===== src/rtl/boxhead_pkg.sv =====
`default_nettype none
// ============================================================================
// Module   : boxhead_pkg
// Brief    : Screen geometry, colour key and blitter state encoding.
// Revision : 1.0
// ============================================================================
package boxhead_pkg;

  localparam logic [10:0] SCREEN_W_PX     = 11'd640;
  localparam logic [10:0] SCREEN_H_PX     = 11'd480;
  localparam logic [15:0] TRANSPARENT_KEY = 16'hF81F;

  typedef enum logic [2:0] {
    ST_IDLE  = 3'd0,
    ST_ADDR  = 3'd1,
    ST_DATA  = 3'd2,
    ST_WRITE = 3'd3,
    ST_NEXT  = 3'd4
  } blit_state_e;

endpackage
`default_nettype wire


===== src/rtl/rr_arbiter.sv =====
`default_nettype none
// ============================================================================
// Module   : rr_arbiter
// Brief    : Combinational round-robin pick of the first requester at or after rr_ptr.
// Revision : 1.0
// ============================================================================
module rr_arbiter #(
  parameter int NUM_REQ = 4,
  parameter int IDX_W   = $clog2(NUM_REQ)
) (
  input  logic [NUM_REQ-1:0] req,
  input  logic [IDX_W-1:0]   rr_ptr,
  output logic [NUM_REQ-1:0] grant,
  output logic [IDX_W-1:0]   grant_idx,
  output logic               grant_valid
);

  localparam logic [IDX_W:0] NREQ_L = (IDX_W+1)'(NUM_REQ);

  logic [IDX_W:0] cand;

  // Walk offsets from farthest to nearest so the nearest requester wins.
  always_comb begin
    grant       = '0;
    grant_idx   = '0;
    grant_valid = 1'b0;
    cand        = '0;
    for (int i = NUM_REQ - 1; i >= 0; i--) begin
      cand = {1'b0, rr_ptr} + (IDX_W+1)'(i);
      if (cand >= NREQ_L) cand = cand - NREQ_L;
      if (req[cand[IDX_W-1:0]]) begin
        grant                   = '0;
        grant[cand[IDX_W-1:0]]  = 1'b1;
        grant_idx               = cand[IDX_W-1:0];
        grant_valid             = 1'b1;
      end
    end
  end

endmodule
`default_nettype wire


===== src/rtl/sprite_blit_scheduler.sv =====
`default_nettype none
// ============================================================================
// Module   : sprite_blit_scheduler
// Brief    : Round-robin sprite blitter feeding the SRAM controller program-write port.
// Revision : 1.0
// ============================================================================
module sprite_blit_scheduler
  import boxhead_pkg::*;
#(
  parameter int          NUM_REQ     = 4,
  parameter int          SPR_W       = 32,
  parameter int          SPR_H       = 32,
  parameter int          SPR_ID_W    = 4,
  parameter logic [15:0] TRANSPARENT = TRANSPARENT_KEY,
  parameter logic [10:0] SCREEN_W    = SCREEN_W_PX,
  parameter logic [10:0] SCREEN_H    = SCREEN_H_PX,
  localparam int         COL_W       = $clog2(SPR_W),
  localparam int         ROW_W       = $clog2(SPR_H),
  localparam int         ADDR_W      = SPR_ID_W + ROW_W + COL_W,
  localparam int         IDX_W       = $clog2(NUM_REQ)
) (
  input  logic                         sram_clk,
  input  logic                         reset,
  input  logic                         frame_start,
  input  logic [NUM_REQ-1:0]           req,
  input  logic [NUM_REQ*10-1:0]        req_x,
  input  logic [NUM_REQ*10-1:0]        req_y,
  input  logic [NUM_REQ*SPR_ID_W-1:0]  req_sprite,
  output logic [NUM_REQ-1:0]           done,
  output logic [ADDR_W-1:0]            rom_addr,
  input  logic [15:0]                  rom_data,
  input  logic                         write_slot,
  output logic [9:0]                   program_x,
  output logic [9:0]                   program_y,
  output logic [15:0]                  program_data,
  output logic                         program_we,
  output logic                         busy
);

  blit_state_e          state_q, state_d;
  logic [IDX_W-1:0]     rr_ptr_q, rr_ptr_d;
  logic [IDX_W-1:0]     gidx_q, gidx_d;
  logic [NUM_REQ-1:0]   gnt_q, gnt_d;
  logic [9:0]           x_q, x_d, y_q, y_d;
  logic [SPR_ID_W-1:0]  id_q, id_d;
  logic [ROW_W-1:0]     row_q, row_d;
  logic [COL_W-1:0]     col_q, col_d;
  logic [NUM_REQ-1:0]   done_q, done_d;
  logic [9:0]           px_q, px_d, py_q, py_d;
  logic [15:0]          pdata_q, pdata_d;
  logic                 we_q, we_d;

  logic [NUM_REQ-1:0]   arb_grant;
  logic [IDX_W-1:0]     arb_idx;
  logic                 arb_valid;
  logic [10:0]          px_sum, py_sum;
  logic                 visible, last_pix;

  rr_arbiter #(
    .NUM_REQ (NUM_REQ),
    .IDX_W   (IDX_W)
  ) u_arb (
    .req         (req),
    .rr_ptr      (rr_ptr_q),
    .grant       (arb_grant),
    .grant_idx   (arb_idx),
    .grant_valid (arb_valid)
  );

  // 11-bit sums keep offscreen pixels from wrapping back onto the screen.
  assign px_sum   = {1'b0, x_q} + 11'(col_q);
  assign py_sum   = {1'b0, y_q} + 11'(row_q);
  assign visible  = (rom_data != TRANSPARENT) && (px_sum < SCREEN_W) && (py_sum < SCREEN_H);
  assign last_pix = (&row_q) && (&col_q);

  always_comb begin
    state_d  = state_q;
    rr_ptr_d = rr_ptr_q;
    gidx_d   = gidx_q;
    gnt_d    = gnt_q;
    x_d      = x_q;
    y_d      = y_q;
    id_d     = id_q;
    row_d    = row_q;
    col_d    = col_q;
    done_d   = '0;
    px_d     = px_q;
    py_d     = py_q;
    pdata_d  = pdata_q;
    we_d     = we_q;

    case (state_q)
      ST_IDLE: begin
        if (arb_valid) begin
          gidx_d  = arb_idx;
          gnt_d   = arb_grant;
          x_d     = req_x[int'(arb_idx)*10 +: 10];
          y_d     = req_y[int'(arb_idx)*10 +: 10];
          id_d    = req_sprite[int'(arb_idx)*SPR_ID_W +: SPR_ID_W];
          row_d   = '0;
          col_d   = '0;
          state_d = ST_ADDR;
        end
      end
      ST_ADDR: state_d = ST_DATA;
      ST_DATA: begin
        if (visible) begin
          px_d    = px_sum[9:0];
          py_d    = py_sum[9:0];
          pdata_d = rom_data;
          we_d    = 1'b1;
          state_d = ST_WRITE;
        end else begin
          done_d  = last_pix ? gnt_q : '0;
          state_d = ST_NEXT;
        end
      end
      ST_WRITE: begin
        if (write_slot) begin
          we_d    = 1'b0;
          done_d  = last_pix ? gnt_q : '0;
          state_d = ST_NEXT;
        end
      end
      ST_NEXT: begin
        if (last_pix) begin
          rr_ptr_d = (gidx_q == IDX_W'(NUM_REQ - 1)) ? '0 : gidx_q + IDX_W'(1);
          state_d  = ST_IDLE;
        end else begin
          col_d = col_q + COL_W'(1);
          if (&col_q) row_d = row_q + ROW_W'(1);
          state_d = ST_ADDR;
        end
      end
      default: state_d = ST_IDLE;
    endcase

    // A new frame abandons the blit without completing it; fairness pointer is untouched.
    if (frame_start) begin
      state_d  = ST_IDLE;
      we_d     = 1'b0;
      done_d   = '0;
      rr_ptr_d = rr_ptr_q;
    end
  end

  always_ff @(posedge sram_clk or posedge reset) begin
    if (reset) begin
      state_q  <= ST_IDLE;
      rr_ptr_q <= '0;
      gidx_q   <= '0;
      gnt_q    <= '0;
      x_q      <= '0;
      y_q      <= '0;
      id_q     <= '0;
      row_q    <= '0;
      col_q    <= '0;
      done_q   <= '0;
      px_q     <= '0;
      py_q     <= '0;
      pdata_q  <= '0;
      we_q     <= 1'b0;
    end else begin
      state_q  <= state_d;
      rr_ptr_q <= rr_ptr_d;
      gidx_q   <= gidx_d;
      gnt_q    <= gnt_d;
      x_q      <= x_d;
      y_q      <= y_d;
      id_q     <= id_d;
      row_q    <= row_d;
      col_q    <= col_d;
      done_q   <= done_d;
      px_q     <= px_d;
      py_q     <= py_d;
      pdata_q  <= pdata_d;
      we_q     <= we_d;
    end
  end

  assign done         = done_q;
  assign rom_addr     = {id_q, row_q, col_q};
  assign program_x    = px_q;
  assign program_y    = py_q;
  assign program_data = pdata_q;
  assign program_we   = we_q;
  assign busy         = (state_q != ST_IDLE);

endmodule
`default_nettype wire

===== config.mk =====
export PLATFORM = sky130hd
export DESIGN_NAME = sprite_blit_scheduler
export DESIGN_NICKNAME = d
export VERILOG_FILES = /design/src/rtl/boxhead_pkg.sv /design/src/rtl/rr_arbiter.sv /design/src/rtl/sprite_blit_scheduler.sv
export SDC_FILE = /design/constraint.sdc
export NUM_CORES = 1
export LEC_CHECK = 0
export BUFFER_PORTS_ARGS = -buffer_cell sky130_fd_sc_hd__buf_2
export CELL_PAD_IN_SITES_DETAIL_PLACEMENT = 0
export CELL_PAD_IN_SITES_GLOBAL_PLACEMENT = 1
export CORE_AREA = 3 3 118 120
export CTS_BUF_LIST = sky130_fd_sc_hd__clkbuf_16
export CTS_CLUSTER_DIAMETER = 60
export DETAILED_ROUTE_END_ITERATION = 10
export DIE_AREA = 0 0 121 123
export PLACE_DENSITY = 0.87
export SKIP_LAST_GASP = 1
export SYNTH_ARGS = -nofsm -noshare
export SYNTH_HDL_FRONTEND = slang
export SYNTH_SLANG_ARGS = --single-unit
export TNS_END_PERCENT = 10

===== constraint.sdc =====
create_clock -name sram_clk -period 4.5 [get_ports sram_clk]
set_clock_uncertainty 0.1 [all_clocks]
set_input_delay 0.675 -clock sram_clk [delete_from_list [all_inputs] [get_ports sram_clk]]
set_output_delay 0.675 -clock sram_clk [all_outputs]
set_load 0.02 [all_outputs]

==> flow_metrics.env <==
export IMPL_syn_inst=498
export IMPL_ctsResizeCount=0
export IMPL_synthArstFlopShare=1.000
export IMPL_reg2reg_to="y_q[2]$_DFFE_PP0P_"
export IMPL_synth_main_ff_cell="dfrtp_1"
export IMPL_top_usage_layer="met2"
export IMPL_clockBufferDepth=2
export IMPL_grt_start_max_net_pins=59
export IMPL_final_nets=806
export IMPL_setup_viol=0
export IMPL_drv_slew=0
export IMPL_ff2ff_path_depth=9
export IMPL_core_um2=13090
export IMPL_yosys_top_cells_count="86 x dfrtp_1, 45 x nand2_1, 33 x mux2_2"
export IMPL_syn_avg_cell_area_um2=10.81
export IMPL_timing_reg2reg_setup_slack_ps=620
export IMPL_met1_usage=0.2518
export IMPL_first_iter_violations=286
export IMPL_postPlaceCellArea_um2=6359
export IMPL_status="finished, final reports clean"
export IMPL_power_leakage_nw=3.359
export IMPL_final_hold_viol_count=0
export IMPL_slew_headroom=0.2221
export IMPL_pin_count=176
export IMPL_wl_per_cell_um=16.66
export IMPL_fin_tns_setup_ps=0
export IMPL_worstHoldPathCells=1
export IMPL_clk_latency_ps=340
export IMPL_grt_pass1_vias=4509
export IMPL_die_h_um=123
export IMPL_grt_pass1_wl_mm=22.56
export IMPL_synth_fp_nets=643
export IMPL_cts_max_level=3
export IMPL_place_gp_congestion=0.8906
export IMPL_vias=4513
export IMPL_grt_use_met3=0.02745
export IMPL_grt_overflow_total=0
export IMPL_crit_type="reg2reg"
export IMPL_final_util=0.5087
export IMPL_dr_pass1_iters=8
export IMPL_viasPerCell=5.360
export IMPL_post_route_period_util=0.8622
export IMPL_yosysMostFrequentCell="dfrtp_1"
export IMPL_yosysWarnings=0
export IMPL_hold_class="reg2reg"
export IMPL_antenna_left=0
export IMPL_post_route_drc_count=0
export IMPL_clock_root_buffer="clkbuf_16"
export IMPL_worst_hold_path_endpoint="gnt_q[2]$_DFFE_PP0P_"
export IMPL_synth_edf_count=0
export IMPL_cts_made_buffers=9
export IMPL_max_freq_mhz=257.7
export IMPL_die_w_um=121
export IMPL_wl_mm=14.03
export IMPL_hold_ws_ps=378.1
export IMPL_crit_fanout=25
export IMPL_synthDistinctLibCells=61
export IMPL_dieArea_um2=14880
export IMPL_port_buffers=175
export IMPL_critPathArrivalTime_ps=3960
export IMPL_place_hpwl_mm=10.60
export IMPL_cts_sinks=86
export IMPL_crit_chain="inv_1 -> ha_1 -> nand2b_1 -> o221ai_1 -> a221oi_4 -> buf_4 -> mux2_1 -> a222oi_1 -> o21ai_1"
export IMPL_synth_area_leaders="dfrtp_1 40%, mux2_2 6.9%, ha_1 5.3%"
export IMPL_row_count=42
export IMPL_max_stage_delay_ps=760
export IMPL_start_util=0.4114
export IMPL_tightest_slew_ps=1167
export IMPL_cts_tree="yes"
export IMPL_vdd_drop_max_mv=0.1839
export IMPL_finalPower_mw=3.436
export IMPL_grt_usage=0.1901
export IMPL_min_period_ps=3880
export IMPL_ys_seq_area_frac=0.3998
export IMPL_ys_ff_latch=86
export IMPL_slowest_stage="dfrtp_1"
export IMPL_cap_violations=0
export IMPL_drive_gt1_frac=0.3859
export IMPL_clkSlewWorstSetupHoldPaths_ps=70
export IMPL_diodes=0
export IMPL_cts_setup_buffers=0
export IMPL_synth_top_area_share=0.3998
export IMPL_fin_area_um2=6656
export IMPL_worstSetupStartpointType="flip-flop"
export IMPL_r2r_start="rr_ptr_q[0]$_DFFE_PP0P_"
export IMPL_powerDensity_nw_per_um2=516.3
export IMPL_ctsHoldBuffers=0
export IMPL_use_met2=0.3227
export IMPL_rsz0062_at_grt="no"
export IMPL_syn_to_final_growth_pct=23.66
export IMPL_synth_area_um2=5383
export IMPL_antenna_found_initial=0
export IMPL_required_ps=4580
export IMPL_crit_path_end_kind="flip-flop"
export IMPL_min_from="gnt_q[2]$_DFFE_PP0P_"
export IMPL_synth_top_area_cell="dfrtp_1"
## routing by layer
metal / wire length, um / up-vias
li1: - / 2177
met1: 6256 / 2162
met2: 6826 / 166
met3: 813 / 8
met4: 130 / 0
met5: 0 / -
## cells in the final DEF (no fill, tap or decap), types with 3 or more instances in the layout
| master | count |
|---|---|
| a211oi_1 | 5 |
| a32oi_1 | 3 |
| clkbuf_16 | 9 |
| dfrtp_1 | 86 |
| o21ai_0 | 20 |
| a21o_1 | 8 |
| nand3_1 | 14 |
| nand2_1 | 45 |
| mux2i_1 | 28 |
| mux2_4 | 16 |
| nand3b_1 | 3 |
| nand4_1 | 4 |
| ha_1 | 23 |
| inv_1 | 8 |
| mux2_2 | 33 |
| buf_2 | 175 |
| nand4b_1 | 4 |
| xnor2_1 | 9 |
| xor2_1 | 9 |
| nor3_1 | 4 |
| o21ai_1 | 18 |
| buf_4 | 5 |
| nor2_1 | 18 |
| and2_1 | 9 |
| a222oi_1 | 16 |
| mux2_1 | 15 |
| a21oi_1 | 17 |
| nand2b_1 | 4 |
| nor2b_1 | 4 |
| and3_1 | 7 |
## worst max path at each step
stage                             from                           end  slack, ps  cells after the start
2_1_floorplan     col_q[0]$_DFFE_PP0P_  program_data[10]$_DFFE_PP0P_       1460                     10
3_3_place_gp   rr_ptr_q[0]$_DFFE_PP0P_            x_q[8]$_DFFE_PP0P_        870                      9
3_5_place_dp   rr_ptr_q[0]$_DFFE_PP0P_            x_q[8]$_DFFE_PP0P_        670                      9
4_1_cts        rr_ptr_q[0]$_DFFE_PP0P_            y_q[2]$_DFFE_PP0P_        630                      9
5_1_grt        rr_ptr_q[0]$_DFFE_PP0P_            x_q[2]$_DFFE_PP0P_        320                      9
6_report       rr_ptr_q[0]$_DFFE_PP0P_            y_q[2]$_DFFE_PP0P_        620                      9
## registers in the layout, indices dropped and copies added (netlist names)
name and flops:
col_q 5, done 4, gidx_q 2, gnt_q 4
id_q 4, program_data 16, program_we 1, program_x 10
program_y 10, row_q 5, rr_ptr_q 2, state_q 3
x_q 10, y_q 10
## per-stage QoR
stage                     cells  worst slack, ps
final                       842            620.1
after detailed placement    826            671.3
after global routing        842            324.1
after floorplan             498             1458
after global placement      826            870.7
after CTS                   842            628.2
## area by class of cell
class                      count  area, um^2
timing repair buffer         180       913.4
tap                          176       220.2
multi-input combinational    376        3042
clock buffer                   9       225.2
fill                        1214        6429
clock inverter                 7       72.57
inverter                       8       31.28
sequential                    86        2152
## power breakdown
part	internal, mW	switching, mW
sequential	1.06	0.250
combinational	0.609	0.765
clock	0.432	0.315
total	2.11	1.33
## kinds of logic after synthesis
logic type	after synthesis	synth area share
XOR/XNOR	18	0.02929
flip-flops	86	0.3998
adder cells (fa/ha/maj)	25	0.06090
AND/OR/NAND/NOR	130	0.1253
buffers and inverters	36	0.03556
AO/OA/AOI/OAI	110	0.1478
multiplexers	93	0.2013
## critical path, delay by kind of cell, from the launching register on
| family | cells | cell delay [ps] |
|---|---|---|
| multiplexers | 1 | 360 |
| AO/OA/AOI/OAI | 4 | 960 |
| buffers and inverters | 2 | 680 |
| AND/OR/NAND/NOR | 1 | 200 |
| adder cells (fa/ha/maj) | 1 | 650 |
| flip-flops | 1 | 760 |
(Power assumes the default switching activity.)
